**src/rtl/program_loader_pkg.sv**
```systemverilog
// ---------------------------------------------------------------------------
// program_loader_pkg
//   Shared definitions for the program loader: default geometry of a program
//   image and the loader state encoding.
//
//   Optional feature macro: PROGRAM_LOADER_CHECKSUM_EN
//     When defined, the loader expects one trailing checksum word after the
//     image and verifies it against the XOR of all image words.
// ---------------------------------------------------------------------------
package program_loader_pkg;

    localparam int WORD_W_DEF = 6;   // instruction word width
    localparam int ADDR_W_DEF = 5;   // program memory address width
    localparam int DEPTH_DEF  = 32;  // words per image (2**ADDR_W)

    // ST_CHECK is only reachable when PROGRAM_LOADER_CHECKSUM_EN is defined.
    // ST_ERROR is only reachable through a failed checksum.
    typedef enum logic [2:0] {
        ST_IDLE  = 3'd0,
        ST_LOAD  = 3'd1,
        ST_CHECK = 3'd2,
        ST_DONE  = 3'd3,
        ST_ERROR = 3'd4
    } state_t;

endpackage

```
**src/rtl/program_loader.sv**
```systemverilog
// ---------------------------------------------------------------------------
// program_loader
//   Streams a program image (DEPTH words) from a valid/ready source into an
//   external writable program memory while holding the CPU in reset, then
//   releases the CPU once the final word has been written.
//
//   Optional feature macro: PROGRAM_LOADER_CHECKSUM_EN
//     Adds a CHECK state that accepts one extra word after the image and
//     compares it with the XOR of all image words; mismatch -> ERROR.
//     Without the macro the accumulator does not exist and error is 0.
//
//   Handshake: a word transfers on a rising clk edge where in_valid and
//   in_ready are both 1. in_ready depends only on the loader state, never on
//   in_valid; the source may hold in_valid low for any number of cycles.
//
//   Ports
//     clk        in   system clock, rising edge
//     nReset     in   asynchronous active-low reset
//     start      in   one-cycle load request (ignored while busy)
//     in_valid   in   source word available
//     in_data    in   source word [WORD_W]
//     in_ready   out  loader accepts a word this cycle
//     mem_we     out  program memory write strobe (cycle after a transfer)
//     mem_addr   out  program memory write address [ADDR_W]
//     mem_wdata  out  program memory write data [WORD_W]
//     cpu_nReset out  active-low reset for PC/ID/datapath
//     busy       out  load (or checksum) in progress
//     done       out  image loaded, CPU released
//     error      out  checksum mismatch (constant 0 without the macro)
//     dbg_state  out  current FSM state encoding (state_t)
// ---------------------------------------------------------------------------
module program_loader
    import program_loader_pkg::*;
#(
    parameter int WORD_W = WORD_W_DEF,
    parameter int ADDR_W = ADDR_W_DEF,
    parameter int DEPTH  = DEPTH_DEF
) (
    input  logic              clk,
    input  logic              nReset,
    input  logic              start,
    input  logic              in_valid,
    input  logic [WORD_W-1:0] in_data,
    output logic              in_ready,
    output logic              mem_we,
    output logic [ADDR_W-1:0] mem_addr,
    output logic [WORD_W-1:0] mem_wdata,
    output logic              cpu_nReset,
    output logic              busy,
    output logic              done,
    output logic              error,
    output logic [2:0]        dbg_state
);

    state_t            state_q, state_d;
    logic [ADDR_W-1:0] cnt_q, cnt_d;
    logic              xfer;
    logic              last_word;
    logic              load_begin;

    assign xfer       = in_valid && (state_q == ST_LOAD);
    assign last_word  = (cnt_q == ADDR_W'(DEPTH - 1));
    assign load_begin = start && (state_q inside {ST_IDLE, ST_DONE, ST_ERROR});

`ifdef PROGRAM_LOADER_CHECKSUM_EN
    logic [WORD_W-1:0] csum_q;

    always_ff @(posedge clk or negedge nReset) begin
        if (!nReset) begin
            csum_q <= '0;
        end else if (load_begin) begin
            csum_q <= '0;
        end else if (xfer) begin
            csum_q <= csum_q ^ in_data;
        end
    end
`endif

    // State and word counter
    always_ff @(posedge clk or negedge nReset) begin
        if (!nReset) begin
            state_q <= ST_IDLE;
            cnt_q   <= '0;
        end else begin
            state_q <= state_d;
            cnt_q   <= cnt_d;
        end
    end

    always_comb begin
        state_d  = state_q;
        cnt_d    = cnt_q;
        in_ready = 1'b0;
        busy     = 1'b0;
        case (state_q)
            ST_IDLE: begin
                if (start) begin
                    state_d = ST_LOAD;
                    cnt_d   = '0;
                end
            end
            ST_LOAD: begin
                in_ready = 1'b1;
                busy     = 1'b1;
                if (xfer) begin
                    // Explicit wrap keeps the counter within DEPTH-1 even if
                    // DEPTH is ever set below 2**ADDR_W.
                    cnt_d = last_word ? '0 : cnt_q + 1'b1;
                    if (last_word) begin
`ifdef PROGRAM_LOADER_CHECKSUM_EN
                        state_d = ST_CHECK;
`else
                        state_d = ST_DONE;
`endif
                    end
                end
            end
`ifdef PROGRAM_LOADER_CHECKSUM_EN
            ST_CHECK: begin
                in_ready = 1'b1;
                busy     = 1'b1;
                if (in_valid) begin
                    state_d = (in_data == csum_q) ? ST_DONE : ST_ERROR;
                end
            end
`endif
            ST_DONE, ST_ERROR: begin
                if (start) begin
                    state_d = ST_LOAD;
                    cnt_d   = '0;
                end
            end
            default: begin
                state_d = ST_IDLE;
            end
        endcase
    end

    // Write port: one registered strobe per transfer. Reset clears a pending
    // strobe so an interrupted load never writes its in-flight word.
    always_ff @(posedge clk or negedge nReset) begin
        if (!nReset) begin
            mem_we    <= 1'b0;
            mem_addr  <= '0;
            mem_wdata <= '0;
        end else begin
            mem_we <= xfer;
            if (xfer) begin
                mem_addr  <= cnt_q;
                mem_wdata <= in_data;
            end
        end
    end

    // DONE is entered together with the final write strobe; masking with
    // mem_we delays the CPU release to the cycle after that last write.
    assign cpu_nReset = (state_q == ST_DONE) && !mem_we;
    assign done       = (state_q == ST_DONE) && !mem_we;

`ifdef PROGRAM_LOADER_CHECKSUM_EN
    assign error = (state_q == ST_ERROR);
`else
    assign error = 1'b0;
`endif

    assign dbg_state = state_q;

endmodule

```
**config.mk**
```make
export PLATFORM = sky130hd
export DESIGN_NAME = program_loader
export DESIGN_NICKNAME = d
export VERILOG_FILES = /design/src/rtl/program_loader_pkg.sv /design/src/rtl/program_loader.sv
export SDC_FILE = /design/constraint.sdc
export NUM_CORES = 1
export LEC_CHECK = 0
export ABC_CLOCK_PERIOD_IN_PS = 1800
export CORE_ASPECT_RATIO = 1.5
export CORE_MARGIN = 3
export CORE_UTILIZATION = 40
export CTS_CLUSTER_SIZE = 8
export DETAILED_ROUTE_END_ITERATION = 6
export PLACE_DENSITY = 0.85
export SETUP_SLACK_MARGIN = 0.3
export SLEW_MARGIN = 20
export SYNTH_ARGS = -nofsm -noshare
export SYNTH_HDL_FRONTEND = slang
export SYNTH_SLANG_ARGS = --single-unit
```
**constraint.sdc**
```tcl
create_clock -name clk -period 1.8 [get_ports clk]
set_input_delay 0.18 -clock clk [delete_from_list [all_inputs] [get_ports clk]]
set_output_delay 0.18 -clock clk [all_outputs]
set_load 0.01 [all_outputs]
```
Word level (Yosys, flattened, before mapping). Index checks and enable logic that the tools add are counted.

Register bits after elaboration: 20. Output and inout bits: 20. Bits of input ports: 10. Word-level logic and storage cells: 30.

Multiplexer cells: 9. Reduce and logical (&&, ||, !) cells: 8. Add/subtract/negate cells: 1. Eq/ne operators: 7.

Operator list (number): two-way mux 5 bit (3); case mux 5 bit (2 select lines) (1); two-way mux 3 bit (3); case mux 3 bit (2 select lines) (1); AND reduction 3 bit (2); adder 5 x 1 -> 5 bit (second input constant) (1); == test 5 bit (second input constant) (1); != test 2 bit (second input constant) (2); == test 3 x 1 -> 1 bit (second input constant) (1); == test 3 x 2 -> 1 bit (second input constant) (1); == test 3 bit (second input constant) (1); logical NOT 3 bit (1); OR reduction 3 bit (1); logical AND 1 bit (2); != test 2 x 1 -> 1 bit (second input constant) (1); nonzero test 2 bit (1); logical NOT 1 bit (1); two-way mux 1 bit (1).

Longest topological paths before layout.
Depth in word-level cells: 4. Gate-level depth with buffers: 6. Mapped depth without buffers: 6.

Worst setup path before layout. No wires, ideal clock.

Path kind: reg-to-reg. From: register cnt_q[0]. To: register cnt_q[3]. Slack: 0.082 ns. Path buffers: 0. Data arrival time: 1.641 ns. Library setup time: 0.076 ns. Data required time: 1.724 ns. Period minus slack after synthesis: 1.718 ns. Cell stages (with the launch flop): 6. Cells stage by stage: dfrtp_1 -> ha_1 -> and3_1 -> ha_1 -> or4_1 -> o21ai_1.

Word-level cells in the longest chain between the ends: 4. Elaborated cells on any way between the ends: 5. Those cells by class: add/sub: 1; eq/ne: 1; mux: 3.

RTL lines: start: declaration (RTL line program_loader.sv:56) `logic [ADDR_W-1:0] cnt_q, cnt_d;`; start signal: assignment (RTL line program_loader.sv:86) `cnt_q <= cnt_d;`; adder 5 x 1 -> 5 bit / == test 5 bit (equally long branches) (RTL line program_loader.sv:108, program_loader.sv:62); two-way mux 5 bit (*) (RTL line program_loader.sv:108) `cnt_d = last_word ? '0 : cnt_q + 1'b1;`; two-way mux 5 bit (*) (RTL line program_loader.sv:105) `if (xfer) begin`; case mux 5 bit (2 select lines) (*) (RTL line program_loader.sv:95) `case (state_q)`.

Every way passes the cells marked *; elsewhere a longest branch is shown, timed or not. The select of a mux whose other input is x is not followed. A chain may end at the register's enable or synchronous reset.

Worst setup path after layout.
From: register cnt_q[1]. To: register cnt_q[3].

The elaborated chain is that of the path after synthesis.

==> impl_metrics.tcl <==
set metrics [dict create \
    status "complete, no violations" \
    postSynthAreaPerCell_um2 12.7 \
    vias 698 \
    cp-end-kind "flop" \
    skew_ns 0.00238 \
    dieArea_mm2 0.00288 \
    wl_per_cell_um 14.3 \
    clk_latency_ns 0.29 \
    drt-vias-per-instance 5.33 \
    grt_util_all_layers 0.139 \
    die_w_um 44.8 \
    ys.flop_type "dfrtp_1" \
    antenna_found_initial 0 \
    rsz0062_at_grt "yes" \
    layout-drive-gt1-share 0.404 \
    finalCritPeriodShare 0.871 \
    hold_path.class "in -> async" \
    yosysTopAreaCell "dfrtp_1" \
    cts.sinks 19 \
    timing.final.ws_setup_ns 0.232 \
    synth_commonest_cells "19 x dfrtp_1, 11 x mux2_2, 5 x ha_1, 4 x buf_4, 3 x inv_1" \
    syn_area_um2 905 \
    cap_violations 0 \
    synth_enable_flop_cells 0 \
    htreeDepth 1 \
    synth_seq_cells 19 \
    yosysMostFrequentCell "dfrtp_1" \
    clockBufferDepth 2 \
    drt-total-wl_um 1870 \
    dp_hpwl_um 1210 \
    postCtsHoldBufs 0 \
    drtPass1Iterations 3 \
    cts_tree "yes" \
    placed_area_mm2 0.00119 \
    vdd_drop_max_v 0.000714 \
    crit_start "cnt_q[1]" \
    seq_area_frac_synth 0.526 \
    cts_root_buf "clkbuf_4" \
    powerDensity_mw_per_mm2 1380 \
    cts_buffers 3 \
    grt.overflow.total 0 \
    clk_pin_slew_ns 0.09 \
    synthArstFlopShare 1.00 \
    final_nets 125 \
    ios 30 \
    critPathKind "reg -> reg" \
    ys_top_cells_by_area "dfrtp_1 53%, mux2_2 14%, ha_1 6.9%" \
    synth_cell_types 29 \
    final_area_mm2 0.00134 \
    gp_congestion 0.761 \
    period_needed_ns 1.57 \
    start_util 0.436 \
    maxSlewViolCount 0 \
    num_rows 20 \
    portBuffers 27 \
    arrival_ns 1.79 \
    setup_tns_ns 0 \
    synth_top_area_share 0.526 \
    coreArea_mm2 0.00208 \
    cp.required_ns 2.02 \
    netlist_instances 71 \
    start_kind "flop" \
    grt_pass1_wl_um 2920 \
    dieHeight_um 64.2 \
    syn_to_final_growth_pct 48.4 \
    grt_start_max_net_pins 20 \
    numPlacedInstances 117 \
    setup_violations 0 \
    n_antenna_cell 0 \
    postRouteAntennaNets 0 \
    finalNonFillerCells 131 \
    path_max_fanout 6 \
    yosys_warnings 0 \
    drcViolationCount 0 \
    crit-reg2reg-launch "cnt_q[1]" \
    drt_iter0_markers 17 \
    max_freq_mhz 638 \
    p_leak_nw 0.598 \
    grt_pass1_vias 734 \
    hold_viol 0 \
    dp_slack_ns 0.107 \
]
-- stage by stage --
| step | power (mW) | utilization | hold slack [ns] |
|---|---|---|---|
| floorplan | 1.16 | - | -0.116 |
| global placement | 1.47 | 0.572 | 0.488 |
| detailed placement | 1.50 | 0.572 | 0.493 |
| CTS | 1.79 | 0.619 | 0.204 |
| global route | 2.00 | 0.646 | 0.212 |
| finish | 1.85 | 0.646 | 0.207 |
-- what timing repair did --
| action | CTS | global route |
|---|---|---|
| setup endpoints to repair | 10 | 22 |
| resized for setup | 12 | 15 |
| buffers inserted | 5 | 5 |
| pin swaps | 4 | 6 |
-- final cells by class --
class | instances | area (µm²)
Fill cell | 166 | 734
Sequential cell | 19 | 478
Multi-Input combinational cell | 44 | 448
Timing Repair Buffer | 39 | 352
Tap cell | 22 | 27.5
Clock buffer | 4 | 26.3
Inverter | 3 | 11.3
-- kinds of logic after synthesis --
group,Yosys count,synth area share
flip-flops,19,0.526
buffers and inverters,9,0.0567
other,1,0.00415
adder cells (fa/ha/maj),5,0.0692
AND/OR/NAND/NOR,13,0.101
AO/OA/AOI/OAI,11,0.0844
multiplexers,13,0.159
-- per-layer routing --
layer  share of wire  GRT usage  up-vias
met5               0          0        -
met4           0.040      0.110        0
met3           0.045     0.0282        8
met2            0.53      0.232       22
met1            0.38      0.143      344
li1                -          -      324
-- state kept, by name (all words and copies together), names as in the netlist --
register,flops
dbg_state,2
mem_we,1
mem_addr,5
mem_wdata,6
cnt_q,5
-- where the power goes --
group	internal [mW]	switching [mW]
sequential	0.582	0.115
clock	0.0862	0.116
combinational	0.581	0.375
-- final timing paths --
check,to,slack [ns],cells past startpoint
max in group asynchronous,dbg_state[0],1.39,2
worst max register to register,cnt_q[3],0.23,5
worst min register to register,mem_addr[3],0.51,1
worst min-delay path,mem_wdata[3],0.21,2
worst max-delay path,cnt_q[3],0.23,5
min in group clk,mem_wdata[5],0.50,2
-- worst max-delay path: stages, from the launching register on --
cell     delay, ns
dfrtp_1       0.41
ha_2          0.20
and3_4        0.18
ha_4          0.17
or4_1         0.40
o21ai_1       0.14
-- layout by cell type (no fill, tap or decap), types with 2 or more instances in the layout --
cell type	n
conb_1	2
mux2_2	11
nor3b_1	2
a21o_1	2
clkbuf_2	3
ha_4	3
nand2_2	2
inv_2	2
clkbuf_4	3
dfrtp_2	2
dfrtp_1	17
clkdlybuf4s50_1	22
buf_4	11
o21ai_0	2
No activity file was read; power rests on OpenSTA's default activity.
==> RTL edit 1: new RTL, config.mk and constraints unchanged <==
Set the package constant `WORD_W_DEF` to 7 (it was 6).
--- a/src/rtl/program_loader_pkg.sv
+++ b/src/rtl/program_loader_pkg.sv
@@ -9,7 +9,7 @@
 // ---------------------------------------------------------------------------
 package program_loader_pkg;
 
-    localparam int WORD_W_DEF = 6;   // instruction word width
+    localparam int WORD_W_DEF = 7;   // instruction word width
     localparam int ADDR_W_DEF = 5;   // program memory address width
     localparam int DEPTH_DEF  = 32;  // words per image (2**ADDR_W)
 
Interface: changed (resized in_data and mem_wdata); port bits go from 30 to 32. No check against the original RTL was run, so the function may have changed too.
==> RTL edit 1 against the original RTL <==
  * Global-route usage up 2.7 points
  * Die area up 3.5%
  * Sequential share of layout area down 0.54 points
  * Routed wire length up 12%
  * Total power up 8.7%
  * Worst hold slack worse by 0.016 ns
  * Sequential cell count up 1
  * Design area up 6.3%
  * Count of clock-buffer cells in the layout unchanged
  * Setup slack worse by 0.034 ns
  * Synthesized area up 4.0%
  * Non-clock buffer count up 4
  * Largest cell class unchanged
==> RTL edit 1: results (changes against the original RTL) <==
* Met3 wire length at 157 um (+85%)
* Total GRT Usage at 16.6% (+2.7 points)
* Vias in the first global route at 805 (+9.7%)
* Nets@finish at 132 (+5.6%)
* Latest clock arrival within the worst-skew pair at about 0.3 ns
* Inst Count DP at 121 (+3.4%)
* # Post-CTS Setup Buffers at 8 (+3)
* Slowest stage delay, CP at 0.39 ns (-0.02 ns)
* Grt met1 use at 18.6% (+4.3 points)
* First-pass GRT wire length at 3.58 mm (+23%)
* WL met2 at 1.14 mm (+14%)
* Vias/cell at 5.29 (-0.68%)
* Commonest cells post-synth: dfrtp_1, mux2_2, ha_1, buf_4, inv_1
* Setup WS pre-CTS at 0.0908 ns (-0.0162 ns)
* Met2 Track Usage GR at 27.3% (+4.1 points)
* Grt met3 use at 3.56% (+0.74 points)
* Pleak at 0.000645 uW (+7.9%)
* Reg2reg setup slack at 0.20 ns (-0.03 ns)
* Post-DP HPWL at 1.36 mm (+12%)
* R2r startpoint: dbg_state[1]
* Final min period at 1.60 ns (+0.0344 ns)
* Fin Clk Skew at 0.00191 ns (-0.000473 ns)
* Routed length on met1 at 748 um (+5.1%)
* Iteration count of the initial detailed-routing pass at 4 (+1)
* Routed wire length at 2.11 mm (+12%)
* Top cell family by delay on the critical path: flip-flops
* Fill cells at 161 (-3.0%)
* Fin cells at 137 (+4.6%)
* Post-cts sizing count at 20 (+8)
* Largest net degree at the start of global routing at 21 (+5.0%)
* Initial antenna violation count at 0 (unchanged)
* Mapped Cells at 73 (+2.8%)
* CTS clk-pin slew, worst paths at 0.11 ns (+0.02 ns)
* Hold_ws at 0.191 ns (-0.0158 ns)
* CP max FO at 9 (+3)
* I/O Buffers at 29 (+7.4%)
* Worst supply voltage drop on vdd at 0.733 mV (+2.7%)
* Regs by FF count: mem_wdata: 7 flops, cnt_q: 5 flops, mem_addr: 5 flops
* Worst reg2reg endpoint: cnt_q[2]
* Area contributors post-synth: dfrtp_1, mux2_2, ha_1
* Result of the run: finished, final reports clean
* Initial drt markers at 8 (-9)
* Part of the Yosys area used for sequential elements at 53.2% (+0.63 points)
* Proportion of layout cells with a drive suffix above 1 at 39.1% (-1.2 points)
* Placed instance area at 1240 um^2 (+4.7%)
[RTL edit 1: cell count changes after synthesis]
cell	before	now
dfrtp_1	19	20
mux2_2	11	12
[RTL edit 1: cells by family after synthesis]
kind of cell / after synthesis / synth area share, %
DFF: 20 / 53.2
muxes: 14 / 16.5
and+or+nand+nor: 13 / 9.71
AOI/OAI and AO/OA: 11 / 8.11
buffers and inverters: 9 / 5.45
adders and majority gates: 5 / 6.65
other: 1 / 0.399
[RTL edit 1: power by group]
part	leakage, uW	internal (uW)	switching, uW
Sequential	0.000236	608	106
Clock	0.0000210	124	134
Combinational	0.000388	619	426
Total	0.000645	1350	665
[RTL edit 1: final cells by class]
class	count	area, um^2	area share [%]
flip-flops and latches	20	500	35.1
clock buffers	4	36.3	2.54
repair buffers	43	392	27.4
inverters	3	11.3	0.789
well taps	22	27.5	1.93
multi-input cells	45	460	32.3
==> RTL edit 2: new RTL, same settings <==
Without the edit above. Register the output `dbg_state` once more, without a reset; this adds one clock of latency there. The other outputs are not delayed to match.
--- a/src/rtl/program_loader.sv
+++ b/src/rtl/program_loader.sv
@@ -163,7 +163,9 @@
     assign error = 1'b0;
 `endif
 
-    assign dbg_state = state_q;
+    always_ff @(posedge clk) begin
+        dbg_state <= state_q;
+    end
 
 endmodule
 
Behaviour: not the same (Yosys sat finds a counterexample within 4 cycles, from zero or initial values and one cycle with nReset low).
==> RTL edit 2 against the original RTL <==
  * Sequential cell count increased by 2
  * Via count increased by 1.0%
  * Count of clock-buffer cells in the layout unchanged
  * Setup slack improved by 0.0091 ns
  * Routed wire length increased by 6.6%
  * Synthesized area increased by 4.4%
  * Total power increased by 4.2%
  * Design area increased by 2.7%
  * Highest routed layer unchanged
==> RTL edit 2: results (changes against the original RTL) <==
* Fin Clk Skew at 0.00615 ns (+0.00377 ns)
* Inst Count DP at 119 (+1.7%)
* Vias at 705 (+1.0%)
* Top cell family by delay on the critical path: simple AND/OR/NAND/NOR gates
* Setup WS pre-CTS at 0.0895 ns (-0.0176 ns)
* Final weighted congestion in routability-driven placement at 0.755 (-0.84%)
* Post-DP HPWL at 1.31 mm (+7.7%)
* Commonest cells post-synth: dfrtp_1, mux2_2, ha_1, buf_4, inv_1
* Slowest stage delay, CP at 0.41 ns (about the same)
* Result of the run: finished, final reports clean
* Fin cells at 131 (unchanged)
* Mapped Cells at 73 (+2.8%)
* CTS clk-pin slew, worst paths at 0.11 ns (+0.02 ns)
* Area contributors post-synth: dfrtp_1, mux2_2, ha_1
* Total GRT Usage at 15.5% (+1.6 points)
* CTS Root Cell: clkbuf_4
* CTS Buf Count at 3 (unchanged)
* Routed wire length at 2.00 mm (+6.6%)
* Initial antenna violation count at 0 (unchanged)
* Max stage delay cell, worst path: or4_4
* Regs by FF count: mem_wdata: 6 flops, cnt_q: 5 flops, mem_addr: 5 flops
* CP max FO at 6 (unchanged)
* Latest clock arrival within the worst-skew pair at 0.31 ns (+0.02 ns)
* Iteration count of the initial detailed-routing pass at 6 (+3)
* Unique masters post-synth at 30 (+3.4%)
* Worst reg2reg endpoint: cnt_q[3]
* Vias in the first global route at 751 (+2.3%)
* R2r startpoint: cnt_q[1]
* Hold_ws at 0.187 ns (-0.0199 ns)
* Initial drt markers at 17 (unchanged)
* Synth warn at 0 (unchanged)
* Pleak at 0.000584 uW (-2.4%)
* Proportion of layout cells with a drive suffix above 1 at 41.3% (+0.92 points)
* Part of the Yosys area used for sequential elements at 54.6% (+2.0 points)
* Crit path DAT at 1.81 ns (+0.02 ns)
* Largest net degree at the start of global routing at 20 (unchanged)
* Worst supply voltage drop on vdd at 0.924 mV (+29%)
* Tightest Hold Check Type: in2async
* FFs w/ async S/R, synth at 90.5% (-9.5 points)
* First-pass GRT wire length at 3.26 mm (+12%)
* CTS HTree Levels at 1 (unchanged)
* Placed instance area at 1230 um^2 (+3.4%)
-- RTL edit 2: cell types whose count changed after synthesis, sizes merged --
cell,before,now
dfxtp,0,2
-- RTL edit 2: power by group --
part           internal [uW]  switching, uW
clock                   86.9            141
sequential               633            110
combinational            574            387
-- RTL edit 2: metal layers --
metal | up-vias | global-route usage (%) | wire (um)
li1 | 326 | - | -
met4 | 0 | 11.4 | 50
met3 | 5 | 5.48 | 142
met2 | 29 | 24.8 | 1040
met5 | - | 0 | 0
met1 | 345 | 15.9 | 768
-- RTL edit 2: logic make-up (layout without fill, tap and decap cells) --
logic type                 after synthesis  in the layout  share of synthesized area (%)
AOI/OAI and AO/OA                       11             11                           8.08
buffers and inverters                    9             44                           5.43
and+or+nand+nor                         13             13                           9.67
other                                    1              2                          0.397
adders and majority gates                5              5                           6.62
DFF                                     21             21                           54.6
muxes                                   13             13                           15.2
-- RTL edit 2: layout make-up --
class	count	area, um^2
fillers	147	748
flip-flops and latches	21	518
multi-input cells	44	450
repair buffers	37	345
well taps	22	27.5
clock buffers	4	26.3
inverters	3	11.3
-- RTL edit 2: timing repair --
item | CTS | global route
endpoints found under the setup margin | 16 | 15
hold buffers | 0 | 0
buffers inserted | 7 | 1
gates resized for setup | 21 | 9
pin swaps | 4 | 1
-- RTL edit 2: worst max-delay path by stage --
| stage | to | depth (start not counted) | slack [ns] | from |
|---|---|---|---|---|
| 2_1_floorplan | cnt_q[2] | 6 | 0.25 | state_q[0] |
| 3_3_place_gp | cnt_q[2] | 5 | 0.17 | state_q[0] |
| 6_report | cnt_q[3] | 5 | 0.24 | cnt_q[1] |
| 3_5_place_dp | cnt_q[2] | 5 | 0.09 | state_q[0] |
| 4_1_cts | in_ready | 3 | 0.27 | state_q[0] |
| 5_1_grt | cnt_q[3] | 5 | 0.21 | cnt_q[1] |
